`config.mk`:
```
export PLATFORM = sky130hd
export DESIGN_NAME = mul_issue_ctrl
export DESIGN_NICKNAME = d
export VERILOG_FILES = /design/src/rtl/mul_pkg.sv /design/src/rtl/mul_resp_fifo.sv /design/src/rtl/mul_issue_ctrl.sv
export SDC_FILE = /design/constraint.sdc
export NUM_CORES = 1
export LEC_CHECK = 0
export CORE_AREA = 2 2 184 186
export CTS_BUF_LIST = sky130_fd_sc_hd__clkbuf_8
export DETAILED_ROUTE_END_ITERATION = 16
export DIE_AREA = 0 0 186 188
export PLACE_DENSITY_LB_ADDON = 0.05
export SLEW_MARGIN = 20
export SYNTH_ARGS = -nofsm -noshare
export SYNTH_HDL_FRONTEND = slang
export SYNTH_SLANG_ARGS = --single-unit
```
`constraint.sdc`:
```
create_clock -name clk -period 7 [get_ports clk]
set_clock_uncertainty 0.15 [all_clocks]
set_input_delay 0.7 -clock clk [delete_from_list [all_inputs] [get_ports clk]]
set_output_delay 0.7 -clock clk [all_outputs]
set_load 0.05 [all_outputs]
```
`src/rtl/mul_pkg.sv`:
```
// Shared types and defaults for the multiplier issue controller.
package mul_pkg;

  localparam int unsigned XLEN        = 64;
  localparam int unsigned TREE_STAGES = 8;
  // One extra stage for the final carry-propagate adder.
  localparam int unsigned LAT_DFLT    = TREE_STAGES + 1;

  typedef enum logic [1:0] {
    MUL_OP_MUL    = 2'd0,
    MUL_OP_MULH   = 2'd1,
    MUL_OP_MULHSU = 2'd2,
    MUL_OP_MULHU  = 2'd3
  } mul_op_t;

  function automatic logic op_sign_a(input mul_op_t op);
    return op != MUL_OP_MULHU;
  endfunction

  function automatic logic op_sign_b(input mul_op_t op);
    return (op == MUL_OP_MUL) || (op == MUL_OP_MULH);
  endfunction

endpackage

```
`src/rtl/mul_resp_fifo.sv`:
```
// Synchronous result FIFO; head is visible combinationally, push+pop allowed when full.
module mul_resp_fifo #(
  parameter int unsigned WIDTH = 8,
  parameter int unsigned DEPTH = 4
) (
  input  logic             clk,
  input  logic             rst_n,
  input  logic             clr,
  input  logic             push,
  input  logic [WIDTH-1:0] wdata,
  input  logic             pop,
  output logic [WIDTH-1:0] rdata,
  output logic             full,
  output logic             empty
);

  localparam int unsigned AW = (DEPTH > 1) ? $clog2(DEPTH) : 1;
  localparam int unsigned CW = $clog2(DEPTH + 1);

  logic [WIDTH-1:0] r_mem [DEPTH];
  logic [AW-1:0]    r_wr_ptr;
  logic [AW-1:0]    r_rd_ptr;
  logic [CW-1:0]    r_count;
  logic             w_do_push;
  logic             w_do_pop;

  function automatic logic [AW-1:0] next_ptr(input logic [AW-1:0] p);
    return (p == AW'(DEPTH - 1)) ? '0 : p + AW'(1);
  endfunction

  assign empty     = (r_count == '0);
  assign full      = (r_count == CW'(DEPTH));
  assign w_do_pop  = pop && !empty;
  assign w_do_push = push && (!full || w_do_pop);
  assign rdata     = r_mem[r_rd_ptr];

  always_ff @(posedge clk or negedge rst_n) begin
    if (!rst_n) begin
      r_wr_ptr <= '0;
      r_rd_ptr <= '0;
      r_count  <= '0;
    end else if (clr) begin
      r_wr_ptr <= '0;
      r_rd_ptr <= '0;
      r_count  <= '0;
    end else begin
      if (w_do_push) r_wr_ptr <= next_ptr(r_wr_ptr);
      if (w_do_pop)  r_rd_ptr <= next_ptr(r_rd_ptr);
      r_count <= r_count + CW'(w_do_push) - CW'(w_do_pop);
    end
  end

  // Storage is data-only; validity lives in r_count.
  always_ff @(posedge clk) begin
    if (w_do_push && !clr) r_mem[r_wr_ptr] <= wdata;
  end

endmodule

```
`src/rtl/mul_issue_ctrl.sv`:
```
// Credit-gated issue controller for the fixed-latency multiplier datapath,
// with operand extension, result-half selection and a local result buffer.
module mul_issue_ctrl #(
  parameter int unsigned XLEN       = mul_pkg::XLEN,
  parameter int unsigned LAT        = mul_pkg::LAT_DFLT,
  parameter int unsigned OBUF_DEPTH = 4,
  parameter int unsigned TAG_W      = 5
) (
  input  logic              clk,
  input  logic              rst_n,
  input  logic              req_valid,
  output logic              req_ready,
  input  logic [1:0]        req_op,
  input  logic [TAG_W-1:0]  req_tag,
  input  logic [XLEN-1:0]   req_a,
  input  logic [XLEN-1:0]   req_b,
  input  logic              flush,
  output logic              dp_issue,
  output logic [XLEN:0]     dp_a,
  output logic [XLEN:0]     dp_b,
  input  logic [2*XLEN-1:0] dp_prod,
  output logic              resp_valid,
  input  logic              resp_ready,
  output logic [XLEN-1:0]   resp_data,
  output logic [TAG_W-1:0]  resp_tag,
  output logic              busy
);

  import mul_pkg::*;

  localparam int unsigned CW = $clog2(OBUF_DEPTH + 1);
  localparam int unsigned FW = XLEN + TAG_W;

  logic [CW-1:0]             r_cnt;
  logic [LAT-1:0]            r_vld;
  logic [LAT-1:0][1:0]       r_op;
  logic [LAT-1:0][TAG_W-1:0] r_tag;

  mul_op_t         w_req_op;
  logic            w_issue;
  logic            w_pop;
  logic            w_push;
  logic            w_full;
  logic            w_empty;
  logic [XLEN-1:0] w_res;
  logic [FW-1:0]   w_rdata;

  assign w_req_op  = mul_op_t'(req_op);
  assign req_ready = (r_cnt < CW'(OBUF_DEPTH)) && !flush;
  assign w_issue   = req_valid && req_ready;
  assign dp_issue  = w_issue;
  assign dp_a      = {op_sign_a(w_req_op) & req_a[XLEN-1], req_a};
  assign dp_b      = {op_sign_b(w_req_op) & req_b[XLEN-1], req_b};

  assign resp_valid = !w_empty;
  assign w_pop      = resp_valid && resp_ready && !flush;
  assign busy       = (r_cnt != '0);

  // Credits cover in-flight plus buffered ops, so the buffer can never overflow.
  always_ff @(posedge clk or negedge rst_n) begin
    if (!rst_n)     r_cnt <= '0;
    else if (flush) r_cnt <= '0;
    else            r_cnt <= r_cnt + CW'(w_issue) - CW'(w_pop);
  end

  if (LAT == 1) begin : g_lat1
    always_ff @(posedge clk or negedge rst_n) begin
      if (!rst_n) r_vld <= '0;
      else        r_vld <= w_issue;
    end

    always_ff @(posedge clk) begin
      r_op  <= req_op;
      r_tag <= req_tag;
    end
  end else begin : g_latn
    always_ff @(posedge clk or negedge rst_n) begin
      if (!rst_n)     r_vld <= '0;
      else if (flush) r_vld <= '0;
      else            r_vld <= {r_vld[LAT-2:0], w_issue};
    end

    // Op/tag ride alongside vld; only vld needs reset since it gates capture.
    always_ff @(posedge clk) begin
      r_op  <= {r_op[LAT-2:0], req_op};
      r_tag <= {r_tag[LAT-2:0], req_tag};
    end
  end

  assign w_res  = (mul_op_t'(r_op[LAT-1]) == MUL_OP_MUL) ? dp_prod[XLEN-1:0]
                                                         : dp_prod[2*XLEN-1:XLEN];
  assign w_push = r_vld[LAT-1] && !flush && (!w_full || w_pop);

  mul_resp_fifo #(
    .WIDTH (FW),
    .DEPTH (OBUF_DEPTH)
  ) u_fifo (
    .clk   (clk),
    .rst_n (rst_n),
    .clr   (flush),
    .push  (w_push),
    .wdata ({w_res, r_tag[LAT-1]}),
    .pop   (w_pop),
    .rdata (w_rdata),
    .full  (w_full),
    .empty (w_empty)
  );

  assign resp_data = w_rdata[FW-1:TAG_W];
  assign resp_tag  = w_rdata[TAG_W-1:0];

endmodule

```
==> reports/results.tsv <==
metric	value	unit
post-placement setup slack	2.99	ns
Comb power frac	11.2	%
Final Hold Fails	0	
CTS H-tree depth	2	
first drt pass iteration count	4	
Achievable Freq	0.224	GHz
ant diodes	0	
crit end category	output pin	
synth unique cells	31	
starting density of the core	42.0	%
final core utilization	50.4	%
worst hold-check path type	reg -> reg	
CP Max Fanout	38	
Worst-path clk slew	0.06	ns
P_sw	1.05	mW
Final ANT Viol Nets	0	
routed len/inst	27.4	um
switch share	23.7	%
initial antenna violation count	0	
CP Class	reg -> out	
critical path startpoint category	flop	
pin count of the biggest net entering global routing	72	
core area	33100	um2
vias per std cell	4.92	
Die Y-Extent	188	um
hold_ws	0.173	ns
Worst Path Required	6.15	ns
Int Pwr	3.37	mW
Arr. time, crit path	3.62	ns
maximum clock path buffer count	3	
row count	67	
cts hold-fix bufs	0	
Ports	471	
critical-path cell list	buf_4 > mux4_2 > clkdlybuf4s50_1	
Post-Syn Instances	706	
CTS resizes	0	
vias in the first global route	6981	
share of layout cells above drive strength 1	24.8	%
total power	4.42	mW
first-pass GRT wire length	50300	um
post-CTS setup buffers	0	
Max Slew Vio Count	0	
register area	10000	um2
Mapped Area	13900	um2
Layout area overhead	20.0	%
Multi-input gate area	2750	um2
Mean Syn Cell Area	19.7	um2
Root Buffer	clkbuf_8	
clock power share	35.4	%
vias after detailed routing	6510	
CTS tree	done	
Slew @ Worst Pin	0.916	ns
Peak VDD IR	0.165	mV
TritonCTS buffer count	56	
RePlAce Congestion	0.953	
Nets	1115	
setup slack after layout	2.53	ns
sum of negative setup slack	0	ns
IO buf count	218	
drc violations	0	
Finish-stage setup viols	0	
min cycle time layout	4.47	ns
Worst slew margin	38.7	%
WP buf/inv	2	
initial drt markers	288	
RSZ-0062 raised after global routing	false	
critical path's slowest cell	dfrtp_4	
clk_lat worst skew	0.58	ns
nets in the synthesized netlist	984	
die width	186	um
WL final	36300	um
GR Util All Layers	20.6	%
post-synthesis sequential area ratio	72.1	%
die area	35000	um2
HPWL after detailed placement	26700	um
clk sink count	358	
grt ovf	0	
total of max-cap violations	0	
static leakage	5.60	nW
fin crit share	63.9	%
fill cell count	2725	
PD cells	265	nW/um2
status	finished clean	
CP top delay family	buffers and inverters	
Yosys reg bits	358	
synth warn	0	
Critical Path Max Stage Delay	0.94	ns
Seq pwr share	53.4	%
## final timing paths
check	slack (ns)	depth (start not counted)	start	endpoint
max in group asynchronous	5.54	1	rst_n	u_fifo.r_rd_ptr[0]
setup / recovery	2.53	3	u_fifo.r_rd_ptr[0]	resp_data[20]
hold reg to reg	0.17	0	r_tag[35]	r_tag[40]
setup reg to reg	4.50	9	u_fifo.r_count[0]	r_cnt[2]
min in group asynchronous	0.48	1	rst_n	r_vld[4]
hold / removal	0.17	0	r_tag[35]	r_tag[40]
## final cells by class
class / count / share of cell area, %
clock buffers: 62 / 5.11
clock inverters: 35 / 0.937
inverters: 6 / 0.135
multi-input cells: 190 / 16.5
flip-flops and latches: 358 / 60.1
well taps: 448 / 3.36
repair buffers: 225 / 13.9
## synth_stat cells
library cell	n	area, um2
edfxtp_1	276	8290
buf_4	128	961
mux4_2	69	1550
dfxtp_1	63	1260
mux2_2	58	653
dfrtp_1	19	475
buf_2	13	65.1
nor2b_1	12	75.1
buf_6	8	90.1
ha_1	8	100
nor2_1	7	26.3
and2_1	6	37.5
inv_1	6	22.5
mux2_1	6	67.6
clkbuf_1	3	11.3
or3_1	3	18.8
xor2_1	3	26.3
fa_1	2	40.0
nor3_1	2	10.0
o31ai_1	2	15.0
xnor2_1	2	17.5
a21boi_0	1	7.51
a21oi_1	1	5.00
mux2i_1	1	10.0
nand2_1	1	3.75
nand3b_1	1	7.51
nor2_4	1	11.3
nor3b_2	1	12.5
nor4b_2	1	15.0
o31ai_2	1	12.5
or4bb_1	1	11.3
## flip-flops by register name, summed over array words and instances (netlist names)
| signal | cells |
|---|---|
| u_fifo.r_count | 3 |
| r_cnt | 3 |
| u_fifo.r_mem | 276 |
| r_op | 18 |
| r_vld | 9 |
| u_fifo.r_rd_ptr | 2 |
| u_fifo.r_wr_ptr | 2 |
| r_tag | 45 |
## per-layer routing
| layer | track usage (%) | part of all wire (%) | up-vias |
|---|---|---|---|
| met3 | 16.0 | 17 | 44 |
| met5 | 0 | 0 | - |
| met4 | 4.51 | 1.4 | 0 |
| li1 | - | - | 2845 |
| met2 | 36.6 | 52 | 398 |
| met1 | 17.9 | 29 | 3223 |
## layout by cell type, fill, tap and decap left out, types with 4 or more instances in the layout
cell	count
and2_4	4
clkbuf_8	62
dfxtp_1	63
mux2_2	58
edfxtp_1	276
nor2b_1	12
clkdlybuf4s50_1	218
mux4_2	69
clkinv_2	8
ha_1	8
inv_1	24
dfrtp_1	17
clkinv_1	6
nor2_1	7
mux2_1	6
buf_16	4
## cell families after synthesis
kind of cell,synth area share [%]
flip-flops,72.1
buffers and inverters,8.27
multiplexers,16.4
AND/OR/NAND/NOR,1.65
adder cells (fa/ha/maj),1.01
AO/OA/AOI/OAI,0.288
XOR/XNOR,0.315
## power groups by stage
stage	clock (mW)	combinational (mW)	sequential [mW]
after global routing	1.71	0.521	2.36
after CTS	1.62	0.503	2.36
final	1.57	0.494	2.36
after floorplan	0	0.520	2.38
after detailed placement	0	0.501	2.40
after global placement	0	0.492	2.40
## metrics by stage
stage                     area, um2  instances
after floorplan               13900        706
after global placement        15600       1222
after detailed placement      15700       1226
after CTS                     16700       1323
after global routing          16700       1324
final                         16700       1324
Power figures use the tool's default switching activity.
